<file path="src/rtl/rram_ofifo_arbiter_if.sv">
// Bundle between the RRAM core controllers, the output-FIFO arbiter and the shared output FIFO.
// The slave modport is the arbiter side. The master modport is the core/FIFO side.
interface rram_ofifo_arbiter_if #(
    parameter int NUM_CORE      = 4,
    parameter int DATAOUT_WIDTH = 64
);
    localparam int IW = $clog2(NUM_CORE);

    logic [NUM_CORE-1:0]               push_n_core;
    logic [NUM_CORE-1:0]               last_core;
    logic [NUM_CORE*DATAOUT_WIDTH-1:0] din_core;
    logic [NUM_CORE-1:0]               full_core;
    logic                              push_n_oFIFO;
    logic                              full_oFIFO;
    logic [DATAOUT_WIDTH-1:0]          din_oFIFO;
    logic [IW-1:0]                     CORE_ID_oFIFO;

    modport master (
        output push_n_core, last_core, din_core, full_oFIFO,
        input  full_core, push_n_oFIFO, din_oFIFO, CORE_ID_oFIFO
    );

    modport slave (
        input  push_n_core, last_core, din_core, full_oFIFO,
        output full_core, push_n_oFIFO, din_oFIFO, CORE_ID_oFIFO
    );
endinterface

</file>
<file path="src/rtl/rram_ofifo_arbiter.sv">
// Round-robin arbiter that drains per-core one-entry result slots into the shared output FIFO.
// Define RRAM_OARB_BURST_LOCK_EN to keep ownership for a whole burst (until last or MAX_BURST).
module rram_ofifo_arbiter #(
    parameter int NUM_CORE      = 4,
    parameter int DATAOUT_WIDTH = 64,
    parameter int MAX_BURST     = 16
) (
    input logic                 CLK,
    input logic                 reset,
    rram_ofifo_arbiter_if.slave io
);
    localparam int          IW = $clog2(NUM_CORE);
    localparam int unsigned NC = NUM_CORE;

    if (NUM_CORE < 2 || MAX_BURST < 1) begin : g_bad_cfg
        $error("rram_ofifo_arbiter: NUM_CORE must be >= 2 and MAX_BURST >= 1");
    end

    typedef enum logic {IDLE, OWN} state_t;

    state_t                   state, state_nxt;
    logic [NUM_CORE-1:0]      slot_valid;
    logic [DATAOUT_WIDTH-1:0] slot_data [NUM_CORE];
    logic [NUM_CORE-1:0]      drain;
    logic [NUM_CORE-1:0]      wr;
    logic [NUM_CORE-1:0]      full_core;
    logic                     owner_drain;
    logic                     release_own;
    logic                     any_valid;
    logic [IW-1:0]            pick;
    logic [IW-1:0]            cand;
    logic [IW-1:0]            owner, owner_nxt;
    logic [IW-1:0]            rr_ptr, rr_ptr_nxt;
    logic                     push_n_q, push_n_nxt;
    logic [DATAOUT_WIDTH-1:0] din_q, din_nxt;
    logic [IW-1:0]            id_q, id_nxt;
`ifdef RRAM_OARB_BURST_LOCK_EN
    localparam int            CW = $clog2(MAX_BURST + 1);
    localparam logic [CW-1:0] BURST_LIM = CW'(MAX_BURST);
    logic [NUM_CORE-1:0]      slot_last;
    logic [CW-1:0]            beat_cnt, beat_cnt_nxt;
`endif

    function automatic logic [IW-1:0] wrap_inc(input logic [IW-1:0] v);
        return (int'(v) == NUM_CORE - 1) ? '0 : v + 1'b1;
    endfunction

    // Only the owner's slot can drain; a draining slot reports not-full so it can refill in the same cycle.
    always_comb begin
        drain       = '0;
        owner_drain = (state == OWN) && slot_valid[owner] && !io.full_oFIFO;
        drain[owner] = owner_drain;
    end

    assign full_core    = slot_valid & ~drain;
    assign wr           = ~io.push_n_core & ~full_core;
    assign io.full_core = full_core;

    // First valid slot at or above rr_ptr, wrapping.
    always_comb begin
        any_valid = 1'b0;
        pick      = '0;
        cand      = '0;
        for (int unsigned k = 0; k < NC; k++) begin
            cand = IW'((32'(rr_ptr) + k) % NC);
            if (!any_valid && slot_valid[cand]) begin
                any_valid = 1'b1;
                pick      = cand;
            end
        end
    end

    always_comb begin
        state_nxt   = state;
        owner_nxt   = owner;
        rr_ptr_nxt  = rr_ptr;
        push_n_nxt  = 1'b1;
        din_nxt     = din_q;
        id_nxt      = id_q;
        release_own = 1'b0;
`ifdef RRAM_OARB_BURST_LOCK_EN
        beat_cnt_nxt = beat_cnt;
`endif
        unique case (state)
            IDLE: begin
                if (any_valid) begin
                    owner_nxt = pick;
                    state_nxt = OWN;
`ifdef RRAM_OARB_BURST_LOCK_EN
                    beat_cnt_nxt = '0;
`endif
                end
            end
            OWN: begin
                if (owner_drain) begin
                    push_n_nxt = 1'b0;
                    din_nxt    = slot_data[owner];
                    id_nxt     = owner;
`ifdef RRAM_OARB_BURST_LOCK_EN
                    beat_cnt_nxt = beat_cnt + 1'b1;
                    release_own  = slot_last[owner] || (beat_cnt_nxt == BURST_LIM);
`else
                    release_own  = 1'b1;
`endif
                    if (release_own) begin
                        rr_ptr_nxt = wrap_inc(owner);
                        state_nxt  = IDLE;
                    end
                end
            end
            default: state_nxt = IDLE;
        endcase
    end

    always_ff @(posedge CLK) begin
        if (reset) begin
            state    <= IDLE;
            owner    <= '0;
            rr_ptr   <= '0;
            push_n_q <= 1'b1;
            din_q    <= '0;
            id_q     <= '0;
`ifdef RRAM_OARB_BURST_LOCK_EN
            beat_cnt <= '0;
`endif
        end else begin
            state    <= state_nxt;
            owner    <= owner_nxt;
            rr_ptr   <= rr_ptr_nxt;
            push_n_q <= push_n_nxt;
            din_q    <= din_nxt;
            id_q     <= id_nxt;
`ifdef RRAM_OARB_BURST_LOCK_EN
            beat_cnt <= beat_cnt_nxt;
`endif
        end
    end

    // A write wins over a same-cycle drain, leaving the slot valid with the new beat.
    always_ff @(posedge CLK) begin
        if (reset) begin
            slot_valid <= '0;
        end else begin
            slot_valid <= wr | (slot_valid & ~drain);
        end
    end

    always_ff @(posedge CLK) begin
        for (int unsigned i = 0; i < NC; i++) begin
            if (wr[i]) begin
                slot_data[i] <= io.din_core[i*DATAOUT_WIDTH +: DATAOUT_WIDTH];
`ifdef RRAM_OARB_BURST_LOCK_EN
                slot_last[i] <= io.last_core[i];
`endif
            end
        end
    end

    assign io.push_n_oFIFO  = push_n_q;
    assign io.din_oFIFO     = din_q;
    assign io.CORE_ID_oFIFO = id_q;
endmodule

</file>
<file path="src/flat_wrapper.sv">
// flat-port wrapper written by rule: the top's interface ports become plain ports
module rram_ofifo_arbiter_flat 
#(
    parameter int NUM_CORE      = 4,
    parameter int DATAOUT_WIDTH = 64,
    parameter int MAX_BURST     = 16
)
  (CLK, reset, io_push_n_core, io_last_core, io_din_core, io_full_oFIFO, io_full_core, io_push_n_oFIFO, io_din_oFIFO, io_CORE_ID_oFIFO);
  rram_ofifo_arbiter_if #(.NUM_CORE(NUM_CORE), .DATAOUT_WIDTH(DATAOUT_WIDTH)) io_i ();
  input logic CLK;
  input logic reset;
  input wire logic [$bits(io_i.push_n_core)-1:0] io_push_n_core;
  input wire logic [$bits(io_i.last_core)-1:0] io_last_core;
  input wire logic [$bits(io_i.din_core)-1:0] io_din_core;
  input wire logic [$bits(io_i.full_oFIFO)-1:0] io_full_oFIFO;
  output wire logic [$bits(io_i.full_core)-1:0] io_full_core;
  output wire logic [$bits(io_i.push_n_oFIFO)-1:0] io_push_n_oFIFO;
  output wire logic [$bits(io_i.din_oFIFO)-1:0] io_din_oFIFO;
  output wire logic [$bits(io_i.CORE_ID_oFIFO)-1:0] io_CORE_ID_oFIFO;
  assign io_i.push_n_core = io_push_n_core;
  assign io_i.last_core = io_last_core;
  assign io_i.din_core = io_din_core;
  assign io_i.full_oFIFO = io_full_oFIFO;
  assign io_full_core = io_i.full_core;
  assign io_push_n_oFIFO = io_i.push_n_oFIFO;
  assign io_din_oFIFO = io_i.din_oFIFO;
  assign io_CORE_ID_oFIFO = io_i.CORE_ID_oFIFO;
  rram_ofifo_arbiter #(.NUM_CORE(NUM_CORE), .DATAOUT_WIDTH(DATAOUT_WIDTH), .MAX_BURST(MAX_BURST)) u_core (.CLK(CLK), .reset(reset), .io(io_i));
endmodule
</file>
<file path="config.mk">
export PLATFORM = sky130hd
export DESIGN_NAME = rram_ofifo_arbiter_flat
export DESIGN_NICKNAME = d
export VERILOG_FILES = /design/src/rtl/rram_ofifo_arbiter_if.sv /design/src/rtl/rram_ofifo_arbiter.sv /design/src/flat_wrapper.sv
export SDC_FILE = /design/constraint.sdc
export NUM_CORES = 1
export LEC_CHECK = 0
export ABC_AREA = 1
export CORE_AREA = 8 8 213 215
export CTS_CLUSTER_DIAMETER = 200
export DETAILED_ROUTE_END_ITERATION = 16
export DIE_AREA = 0 0 221 223
export SETUP_SLACK_MARGIN = 0.3
export SLEW_MARGIN = 20
export SYNTH_ARGS = -nofsm -noshare
export SYNTH_HDL_FRONTEND = slang
export SYNTH_SLANG_ARGS = --single-unit
</file>
<file path="constraint.sdc">
create_clock -name CLK -period 5.7 [get_ports CLK]
set_input_delay 1.14 -clock CLK [delete_from_list [all_inputs] [get_ports CLK]]
set_output_delay 1.14 -clock CLK [all_outputs]
set_load 0.01 [all_outputs]
</file>
==> impl_metrics.tcl <==
set metrics [dict create \
    grt_pass1_wl_um 59100 \
    arrival_ns 3.46 \
    syn_nets 1294 \
    wl_met1_um 16500 \
    io_buffers 333 \
    num-fill-cells 4002 \
    core_area_mm2 0.0423 \
    fin_worst_skew_ns 0.0186 \
    min_period_ns 4.60 \
    cts_buffers 39 \
    yosysWarningCount 0 \
    viasPerCell 4.66 \
    place.gp.congestion 0.801 \
    cts_root_buf "clkbuf_16" \
    synth-seq-cells 332 \
    route.met3.wl_um 2320 \
    rows 76 \
    die_h_um 223 \
    fin_crit_sh_pct 80.8 \
    initial_core_util_pct 29.2 \
    drcViolationCount 0 \
    ctsResizeCount 0 \
    crit_path_max_fanout 71 \
    setup_viol_count_final 0 \
    layout_commonest_cell "clkdlybuf4s50_1" \
    synth-seq-area-share_pct 74.5 \
    postCtsSetupBuffers 0 \
    cts_hold_buf 0 \
    routedWlPerCell_um 20.7 \
    dr_wl_met2_um 20000 \
    tightestPinTransition_ns 1.01 \
    max_freq_mhz 217 \
    finalWirelength_um 40000 \
    synthTopCellsByArea "edfxtp_1 62%, dfxtp_1 12%, o21ai_0 5.5%, nand2_1 5.1%, nor2_1 4.4%" \
    final_cell_mix "332 x clkdlybuf4s50_1, 256 x edfxtp_1, 169 x nand2_1" \
    ys_types 20 \
    rsz0062_at_grt "false" \
    hold_viol 0 \
    drt_iter0_drc 505 \
    cp-start-kind "primary input" \
    drv_slew 0 \
    grt_usage_pct 15.7 \
    drv_cap 0 \
    h-tree-depth 2 \
    chipWidth_um 221 \
    drive_gt1_share_pct 6.32 \
    area_delta_synth_final_pct 41.9 \
    clockBufferDepth 3 \
    yosysTopAreaCell "edfxtp_1" \
    antenna_found_initial 12 \
    cts.clk_slew.worst_paths_ns 0.05 \
    p_leak_nw 5.98 \
    routed.top_layer "met5" \
    firstDrtPassIters 5 \
    grt_remaining_overflow 0 \
    numClockSinks 332 \
    clkLatencyLatePin_ns 0.55 \
    power_density_mw_per_mm2 372 \
    synth_cells 1023 \
    num_vias 8998 \
    cts_tree "yes" \
    fin_tns_setup_ns 0 \
    syn_avg_cell_area_um2 12.1 \
    status "finished, final reports clean" \
    cp.required_ns 4.56 \
    first_global_vias 9418 \
    dp_hpwl_um 25300 \
    io_pins 338 \
    postRouteAntennaNets 0 \
    crit_type "in -> out" \
    syn_area_mm2 0.0124 \
    vdd_drop_max_mv 0.213 \
    fin_nets 1616 \
    hold_class "reg -> reg" \
    grt_start_max_net_pins 74 \
    synth.top_cell.area_share_pct 62.2 \
    finalPower_mw 6.54 \
    max_slew_margin_pct 32.5 \
    crit_path_end_kind "output pin" \
    fp.dieArea_mm2 0.0493 \
]
-- flip-flops by register name, summed over array words and instances (netlist names) --
name / cells
u_core.slot_valid: 4
u_core.io.CORE_ID_oFIFO: 2
u_core.state: 1
u_core.slot_data: 256
u_core.io.din_oFIFO: 64
u_core.rr_ptr: 2
u_core.owner: 2
u_core.io.push_n_oFIFO: 1
-- routing by layer --
layer | global-route usage [%] | vias up
li1 | - | 4302
met1 | 18.5 | 4343
met2 | 26.8 | 289
met3 | 3.89 | 60
met4 | 7.19 | 4
met5 | 0 | -
-- final timing paths --
| check | from | end | slack (ns) | depth (start not counted) |
|---|---|---|---|---|
| setup / recovery | io_full_oFIFO | io_full_core[3] | 1.10 | 7 |
| hold / removal | u_core.io.din_oFIFO[26] | u_core.io.din_oFIFO[26] | 0.46 | 2 |
| setup reg to reg | u_core.owner[0] | u_core.slot_data[1][23] | 2.29 | 5 |
| hold reg to reg | u_core.io.din_oFIFO[26] | u_core.io.din_oFIFO[26] | 0.46 | 2 |
-- worst max-delay path, stage by stage --
cell             delay [ns]
clkdlybuf4s50_1        0.48
nor2_1                 0.08
nand3_4                0.09
buf_4                  0.71
o21ai_0                0.23
inv_1                  0.16
clkdlybuf4s50_1        0.55
-- area by class of cell --
cell class                 instances  area [um^2]  share of cell area [%]
clock buffer                      52         1060                    6.02
tap                              546          683                    3.89
multi-input combinational        606         2810                    16.0
antenna                            9         22.5                   0.128
sequential                       332         9210                    52.5
inverter                          19         73.8                   0.421
timing repair buffer             347         3470                    19.8
clock inverter                    20          223                    1.27
-- stage by stage --
step / instances / util [%] / area (um^2) / worst slack, ns / hold WS [ns]
CTS: 1922 / 41.4 / 17500 / 1.03 / 0.464
global route: 1931 / 41.5 / 17600 / 0.959 / 0.481
finish: 1931 / 41.5 / 17600 / 1.10 / 0.462
floorplan: 1023 / - / 12400 / 0.736 / 0.445
detailed placement: 1850 / 38.4 / 16300 / 1.04 / 0.455
global placement: 1850 / 38.4 / 16300 / 1.02 / 0.453
-- logic make-up (layout without fill, tap and decap cells) --
logic type / Yosys count / in the layout / share of synthesized area, %
AOI/OAI and AO/OA: 277 / 277 / 12.0
adders and majority gates: 4 / 4 / 0.405
buffers and inverters: 85 / 438 / 3.08
DFF: 332 / 332 / 74.5
other: 0 / 9 / 0
and+or+nand+nor: 325 / 325 / 10.1
-- synthesized netlist by cell type --
cell      instances
a21oi_1          74
inv_2             3
edfxtp_1        256
buf_1             2
ha_1              4
a21oi_2           2
clkbuf_1         40
nand3_4           1
o21ai_0         135
buf_6             1
inv_1            16
o21ai_2           2
nand3_1           9
nand2_1         169
buf_2            13
nor2_2            1
o22ai_1          64
buf_4            10
dfxtp_1          76
nor2_1          145
-- power breakdown --
| part | internal [mW] | total (mW) | leakage, nW | switching, mW |
|---|---|---|---|---|
| sequential | 2.79 | 2.89 | 3.06 | 0.0997 |
| combinational | 0.467 | 1.15 | 2.30 | 0.686 |
| clock | 1.49 | 2.49 | 0.621 | 0.996 |
(Power assumes the default switching activity.)
